`src/rtl/bram_stream_reader_pkg.sv`:
```
`default_nettype none
// ============================================================================
// Module      : bram_stream_reader_pkg
// Description : Shared types and constants for the block-ram stream reader.
// Revision    : 1.0 - initial release
// ============================================================================
package bram_stream_reader_pkg;

    typedef enum logic [1:0] {
        ST_IDLE  = 2'd0,
        ST_READ  = 2'd1,
        ST_DRAIN = 2'd2
    } state_t;

    localparam int BUFFER_DEPTH = 2;

endpackage
`default_nettype wire

```
`src/rtl/stream_skid_buffer.sv`:
```
`default_nettype none
// ============================================================================
// Module      : stream_skid_buffer
// Description : Two-entry FIFO with a registered head; the head drives the
//               stream outputs directly and holds steady while stalled.
// Revision    : 1.0 - initial release
// ============================================================================
module stream_skid_buffer #(
    parameter int Width = 9
) (
    input  logic             clk,
    input  logic             rst_n,
    input  logic             flush,
    input  logic             in_valid,
    input  logic [Width-1:0] in_data,
    output logic             out_valid,
    output logic [Width-1:0] out_data,
    input  logic             out_ready,
    output logic [1:0]       count
);

    logic [Width-1:0] head;
    logic [Width-1:0] tail;
    logic [1:0]       fill;
    logic             pop;

    assign out_valid = (fill != 2'd0);
    assign out_data  = head;
    assign count     = fill;
    assign pop       = out_valid & out_ready;

    // Push into a full buffer is prevented upstream by read credit accounting.
    always_ff @(posedge clk or negedge rst_n) begin
        if (!rst_n) begin
            head <= '0;
            tail <= '0;
            fill <= 2'd0;
        end else if (flush) begin
            fill <= 2'd0;
        end else begin
            case ({in_valid, pop})
                2'b10: begin
                    if (fill == 2'd0) head <= in_data;
                    else              tail <= in_data;
                    fill <= fill + 2'd1;
                end
                2'b01: begin
                    head <= tail;
                    fill <= fill - 2'd1;
                end
                2'b11: begin
                    if (fill == 2'd1) begin
                        head <= in_data;
                    end else begin
                        head <= tail;
                        tail <= in_data;
                    end
                end
                default: ;
            endcase
        end
    end

endmodule
`default_nettype wire

```
`src/rtl/bram_stream_reader.sv`:
```
`default_nettype none
// ============================================================================
// Module      : bram_stream_reader
// Description : Bursts words out of a 1-cycle-latency block ram onto a
//               valid/ready stream. Define BRAM_STREAM_READER_LOOP_EN to add
//               the loop input for repeating bursts.
// Revision    : 1.0 - initial release
// ============================================================================
module bram_stream_reader
    import bram_stream_reader_pkg::*;
#(
    parameter int WordLengthBits   = 8,
    parameter int NumWords         = 128,
    parameter int AddressWidthBits = 7
) (
    input  logic                        clk,
    input  logic                        rst_n,
    input  logic                        start,
    input  logic [AddressWidthBits-1:0] start_address,
    input  logic [AddressWidthBits:0]   length,
    input  logic                        abort,
`ifdef BRAM_STREAM_READER_LOOP_EN
    input  logic                        loop,
`endif
    output logic [AddressWidthBits-1:0] bram_address,
    input  logic [WordLengthBits-1:0]   bram_data,
    output logic [WordLengthBits-1:0]   out_data,
    output logic                        out_valid,
    input  logic                        out_ready,
    output logic                        out_last,
    output logic                        busy,
    output logic                        done
);

    localparam logic [AddressWidthBits-1:0] LAST_ADDRESS = AddressWidthBits'(NumWords - 1);
    localparam logic [AddressWidthBits:0]   ONE_WORD     = (AddressWidthBits+1)'(1);

    state_t                        state;
    logic [AddressWidthBits:0]     remaining;
    logic                          pending;
    logic                          pending_last;
    logic                          done_zero;
    logic [1:0]                    buf_count;
    logic [WordLengthBits:0]       head;
    logic                          pop;
    logic                          issue;
    logic                          final_pop;
    logic                          flush;
    logic [2:0]                    credit_used;
    logic [AddressWidthBits-1:0]   next_address;
`ifdef BRAM_STREAM_READER_LOOP_EN
    logic [AddressWidthBits-1:0]   loop_address;
    logic [AddressWidthBits:0]     loop_length;
`endif

    assign pop          = out_valid & out_ready;
    assign flush        = abort & (state != ST_IDLE);
    // The word in the ram pipeline plus buffered words, minus the one leaving now.
    assign credit_used  = 3'(pending) + 3'(buf_count) - 3'(pop);
    assign issue        = (state == ST_READ) && (credit_used < 3'(BUFFER_DEPTH));
    assign next_address = (bram_address == LAST_ADDRESS) ? '0 : bram_address + 1'b1;
    assign final_pop    = (state == ST_DRAIN) && pop && (buf_count == 2'd1) && !pending;
    assign busy         = (state != ST_IDLE);
    assign done         = done_zero | (final_pop & ~abort);
    assign out_data     = head[WordLengthBits-1:0];
    assign out_last     = out_valid & head[WordLengthBits];

    always_ff @(posedge clk or negedge rst_n) begin
        if (!rst_n) begin
            state        <= ST_IDLE;
            remaining    <= '0;
            pending      <= 1'b0;
            pending_last <= 1'b0;
            done_zero    <= 1'b0;
            bram_address <= '0;
`ifdef BRAM_STREAM_READER_LOOP_EN
            loop_address <= '0;
            loop_length  <= '0;
`endif
        end else begin
            done_zero <= 1'b0;
            pending   <= 1'b0;
            if (flush) begin
                state <= ST_IDLE;
            end else begin
                case (state)
                    ST_IDLE: begin
                        if (start && !abort) begin
                            if (length != '0) begin
                                bram_address <= start_address;
                                remaining    <= length;
                                state        <= ST_READ;
`ifdef BRAM_STREAM_READER_LOOP_EN
                                loop_address <= start_address;
                                loop_length  <= length;
`endif
                            end else begin
                                done_zero <= 1'b1;
                            end
                        end
                    end
                    ST_READ: begin
                        if (issue) begin
                            pending      <= 1'b1;
                            pending_last <= (remaining == ONE_WORD);
                            if (remaining == ONE_WORD) begin
`ifdef BRAM_STREAM_READER_LOOP_EN
                                if (loop) begin
                                    bram_address <= loop_address;
                                    remaining    <= loop_length;
                                end else begin
                                    bram_address <= next_address;
                                    state        <= ST_DRAIN;
                                end
`else
                                bram_address <= next_address;
                                state        <= ST_DRAIN;
`endif
                            end else begin
                                bram_address <= next_address;
                                remaining    <= remaining - ONE_WORD;
                            end
                        end
                    end
                    ST_DRAIN: begin
                        if (final_pop) state <= ST_IDLE;
                    end
                    default: state <= ST_IDLE;
                endcase
            end
        end
    end

    stream_skid_buffer #(
        .Width (WordLengthBits + 1)
    ) u_buffer (
        .clk       (clk),
        .rst_n     (rst_n),
        .flush     (flush),
        .in_valid  (pending),
        .in_data   ({pending_last, bram_data}),
        .out_valid (out_valid),
        .out_data  (head),
        .out_ready (out_ready),
        .count     (buf_count)
    );

endmodule
`default_nettype wire

```
`config.mk`:
```
export PLATFORM = sky130hd
export DESIGN_NAME = bram_stream_reader
export DESIGN_NICKNAME = d
export VERILOG_FILES = /design/src/rtl/bram_stream_reader_pkg.sv /design/src/rtl/stream_skid_buffer.sv /design/src/rtl/bram_stream_reader.sv
export SDC_FILE = /design/constraint.sdc
export NUM_CORES = 1
export LEC_CHECK = 0
export ABC_AREA = 1
export BUFFER_PORTS_ARGS = -buffer_cell sky130_fd_sc_hd__buf_4
export CORE_ASPECT_RATIO = 0.5
export CORE_MARGIN = 8
export CORE_UTILIZATION = 50
export DETAILED_ROUTE_END_ITERATION = 8
export PLACE_DENSITY = 0.8
export SYNTH_ARGS = -nofsm -noshare
export SYNTH_HDL_FRONTEND = slang
export SYNTH_HIERARCHICAL = 1
export SYNTH_SLANG_ARGS = --single-unit
```
`constraint.sdc`:
```
create_clock -name clk -period 2.81 [get_ports clk]
set_input_delay 0.4215 -clock clk [delete_from_list [all_inputs] [get_ports clk]]
set_output_delay 0.4215 -clock clk [all_outputs]
set_load 0.03 [all_outputs]
```
==> metrics.md <==
| Metric | Value |
|---|---|
| Status | finished, final reports clean |
| Pint | 1.90 mW |
| CP Data Required Time | 3.02 ns |
| Fin nets | 465 |
| Gpl congestion | 0.841 |
| Comb pwr share | 0.584 |
| Clk pwr share | 0.126 |
| Largest net degree at the start of global routing | 41 |
| Filler cells | 412 |
| Hold Violations, Final | 0 |
| ANT nets after route | 0 |
| Reg2reg end | pending_last |
| Worst R2R Setup Slack | 0.15 ns |
| Drt wl/cell | 12.7 um |
| Reg-to-Reg Start | u_buffer/count[1] |
| I/O Pins | 47 |
| Vias in the first global route | 2444 |
| Share of layout cells above drive strength 1 | 0.207 |
| Max-cap viol count | 0 |
| Layout overhead on the synthesized area | 23.5% |
| Critical path's top delay family | adder cells |
| Routed WL | 6310 um |
| Switching share of total power | 0.483 |
| Slew margin rel. | 0.653 |
| Rows | 18 |
| CTS tree | built |
| N_diodes | 0 |
| Clk_lat worst skew | 0.29 ns |
| Gate Count Post-Synth | 370 |
| Final Util | 0.642 |
| Setup_tns | 0 ns |
| CP startpoint kind | flip-flop |
| CTS Buf Count | 5 |
| Async set-reset flop share out of synthesis | 1.00 |
| Crit-path max cell delay | 0.50 ns |
| DR iter-0 viols | 266 |
| Distinct cells, synth | 30 |
| P_sw | 1.77 mW |
| Crit end category | flip-flop |
| Mean Syn Cell Area | 6.93 um^2 |
| Initial antenna violation count | 0 |
| Hold_ws | 0.0990 ns |
| Core Area | 4930 um^2 |
| Grt ovf | 0 |
| Yosys warnings | 6 |
| Power Dens Cells | 1160 nW/um^2 |
| Clk buf depth | 2 |
| GR Util All Layers | 0.167 |
| Final setup violation count | 0 |
| First-pass GRT wire length | 10500 um |
| CTS H-tree depth | 2 |
| Post-Syn Area | 2560 um^2 |
| Clock transition at the registers of the reported paths | 0.08 ns |
| Pre-antenna DRT Iters | 4 |
| Vias | 2524 |
| Final Max Slew Viols | 0 |
| Max Clock Skew | 0.00346 ns |
| Post-Syn Nets | 407 |
| Chip Width | 117 um |
| Slowest cell on the critical path | fa_1 |
| Worst hold path class | in -> async |
| Number of synthesized flops with an enable pin | 0 |
| Drt drc | 0 |
| Crit-path cells | inv_2 -> ha_2 -> inv_2 -> nand2_1 -> inv_1 -> ha_1 -> or2_2 -> fa_1 -> nand3_2 -> buf_4 -> nor3_2 -> nand2_1 -> o21ai_0 |
| Initial core utilization | 0.520 |
| Clk sinks | 40 |
| Final HPWL from detailed placement | 4660 um |
| Buf/Inv on CP | 4 |
| VDD IR-drop max | 454 uV |
| Ys flop type | dfrtp_1 |
| Worst-margin pin slew | 0.520 ns |
| Reg power frac | 0.289 |
| CTS Root Buffer Type | clkbuf_8 |
| P_leak | 1.77 nW |
| Flops & latches, synth | 40 |
| Worst-path maximum fanout | 5 |
| Post-layout min period | 2.66 ns |
| Sequential fraction of the synthesis area | 0.391 |
| Fin crit share | 0.948 |
| WS Path Type | reg -> reg |
| Worst EP arrival | 2.87 ns |
| Vias per cell | 5.06 |
| F_max | 375 MHz |
| Port bufs | 46 |
| Worst r2r path cells | 13 |
| Die area | 7810 um^2 |
| Die Ht | 66.6 um |
==> stage by stage <==
stage	setup slack, ns	area, um^2	total power, mW	cells
2_1_floorplan	0.0464	2560	2.51	370
3_3_place_gp	0.141	3010	3.04	488
3_5_place_dp	0.0147	3010	3.12	488
4_1_cts	0.0149	3130	3.62	496
5_1_grt	-0.0104	3160	4.01	499
6_report	0.146	3160	3.67	499
==> power by group through the flow <==
stage | Combinational [mW] | Sequential [mW] | Clock, mW
6_report | 2.15 | 1.06 | 0.464
5_1_grt | 2.41 | 1.10 | 0.501
4_1_cts | 2.08 | 1.06 | 0.478
3_5_place_dp | 2.06 | 1.06 | 0
3_3_place_gp | 1.99 | 1.05 | 0
2_1_floorplan | 1.28 | 1.23 | 0
==> cells in the mapped netlist, drive strengths merged (2+ instances only) <==
| master | count | area, um^2 |
|---|---|---|
| o21bai | 2 | 15.0 |
| nand4 | 3 | 18.8 |
| o2bb2ai | 2 | 17.5 |
| inv | 56 | 210 |
| nand3 | 55 | 293 |
| or2 | 2 | 12.5 |
| dfrtp | 40 | 1000 |
| nand2 | 137 | 527 |
| nor3 | 2 | 26.3 |
| nor2 | 32 | 150 |
| ha | 8 | 100 |
| a21oi | 4 | 20.0 |
| buf | 3 | 20.0 |
| o21ai | 18 | 90.1 |
==> cells by family after synthesis <==
| group | synth area share |
|---|---|
| XOR/XNOR | 0.00342 |
| flip-flops | 0.391 |
| AND/OR/NAND/NOR | 0.405 |
| adder cells (fa/ha/maj) | 0.0469 |
| buffers and inverters | 0.0898 |
| AO/OA/AOI/OAI | 0.0640 |
==> how the worst max path moves through the flow <==
stage	from	to	slack, ns	depth (start not counted)
detailed placement	u_buffer/count[1]	remaining[6]	0.01	13
global route	u_buffer/count[1]	remaining[7]	-0.01	14
floorplan	u_buffer/count[1]	remaining[0]	0.05	13
CTS	u_buffer/count[1]	remaining[5]	0.01	14
global placement	u_buffer/count[1]	remaining[0]	0.14	13
finish	u_buffer/count[1]	pending_last	0.15	13
==> per-layer routing <==
| metal | up-vias | share of wire | global-route usage |
|---|---|---|---|
| li1 | 1278 | - | - |
| met1 | 1173 | 0.45 | 0.198 |
| met2 | 69 | 0.50 | 0.300 |
| met3 | 4 | 0.045 | 0.0352 |
| met4 | 0 | 0.0082 | 0.0506 |
| met5 | - | 0 | 0 |
==> state kept, by name (all words and copies together), names as in the netlist <==
signal,count
pending_last,1
u_buffer/out_data,9
u_buffer/tail,9
state,2
bram_address,7
u_buffer/count,2
pending,1
done_zero,1
remaining,8
==> cell usage in the layout (no fill, tap or decap), drive strengths merged, types with 4 or more instances in the layout <==
master and count:
a21oi 4, dfrtp 40, inv 56, clkbuf 6, nand2 137, o21ai 18
buf 54, ha 8, nand3 55, nor2 32
==> what timing repair did <==
item	4_1_cts	5_1_grt
hold endpoints to repair	0	0
gates resized for setup	3	4
pin swaps	2	5
hold buffers	0	0
buffers inserted	0	3
setup endpoints to repair	8	14
==> layout make-up <==
type,count,area [um^2],share of cell area
Timing Repair Buffer,54,405,0.128
Clock inverter,2,35.0,0.0111
Clock buffer,6,72.6,0.0229
Sequential cell,40,1000,0.316
Multi-Input combinational cell,271,1350,0.427
Tap cell,70,87.6,0.0277
Inverter,56,210,0.0664
(Power assumes the default switching activity.)
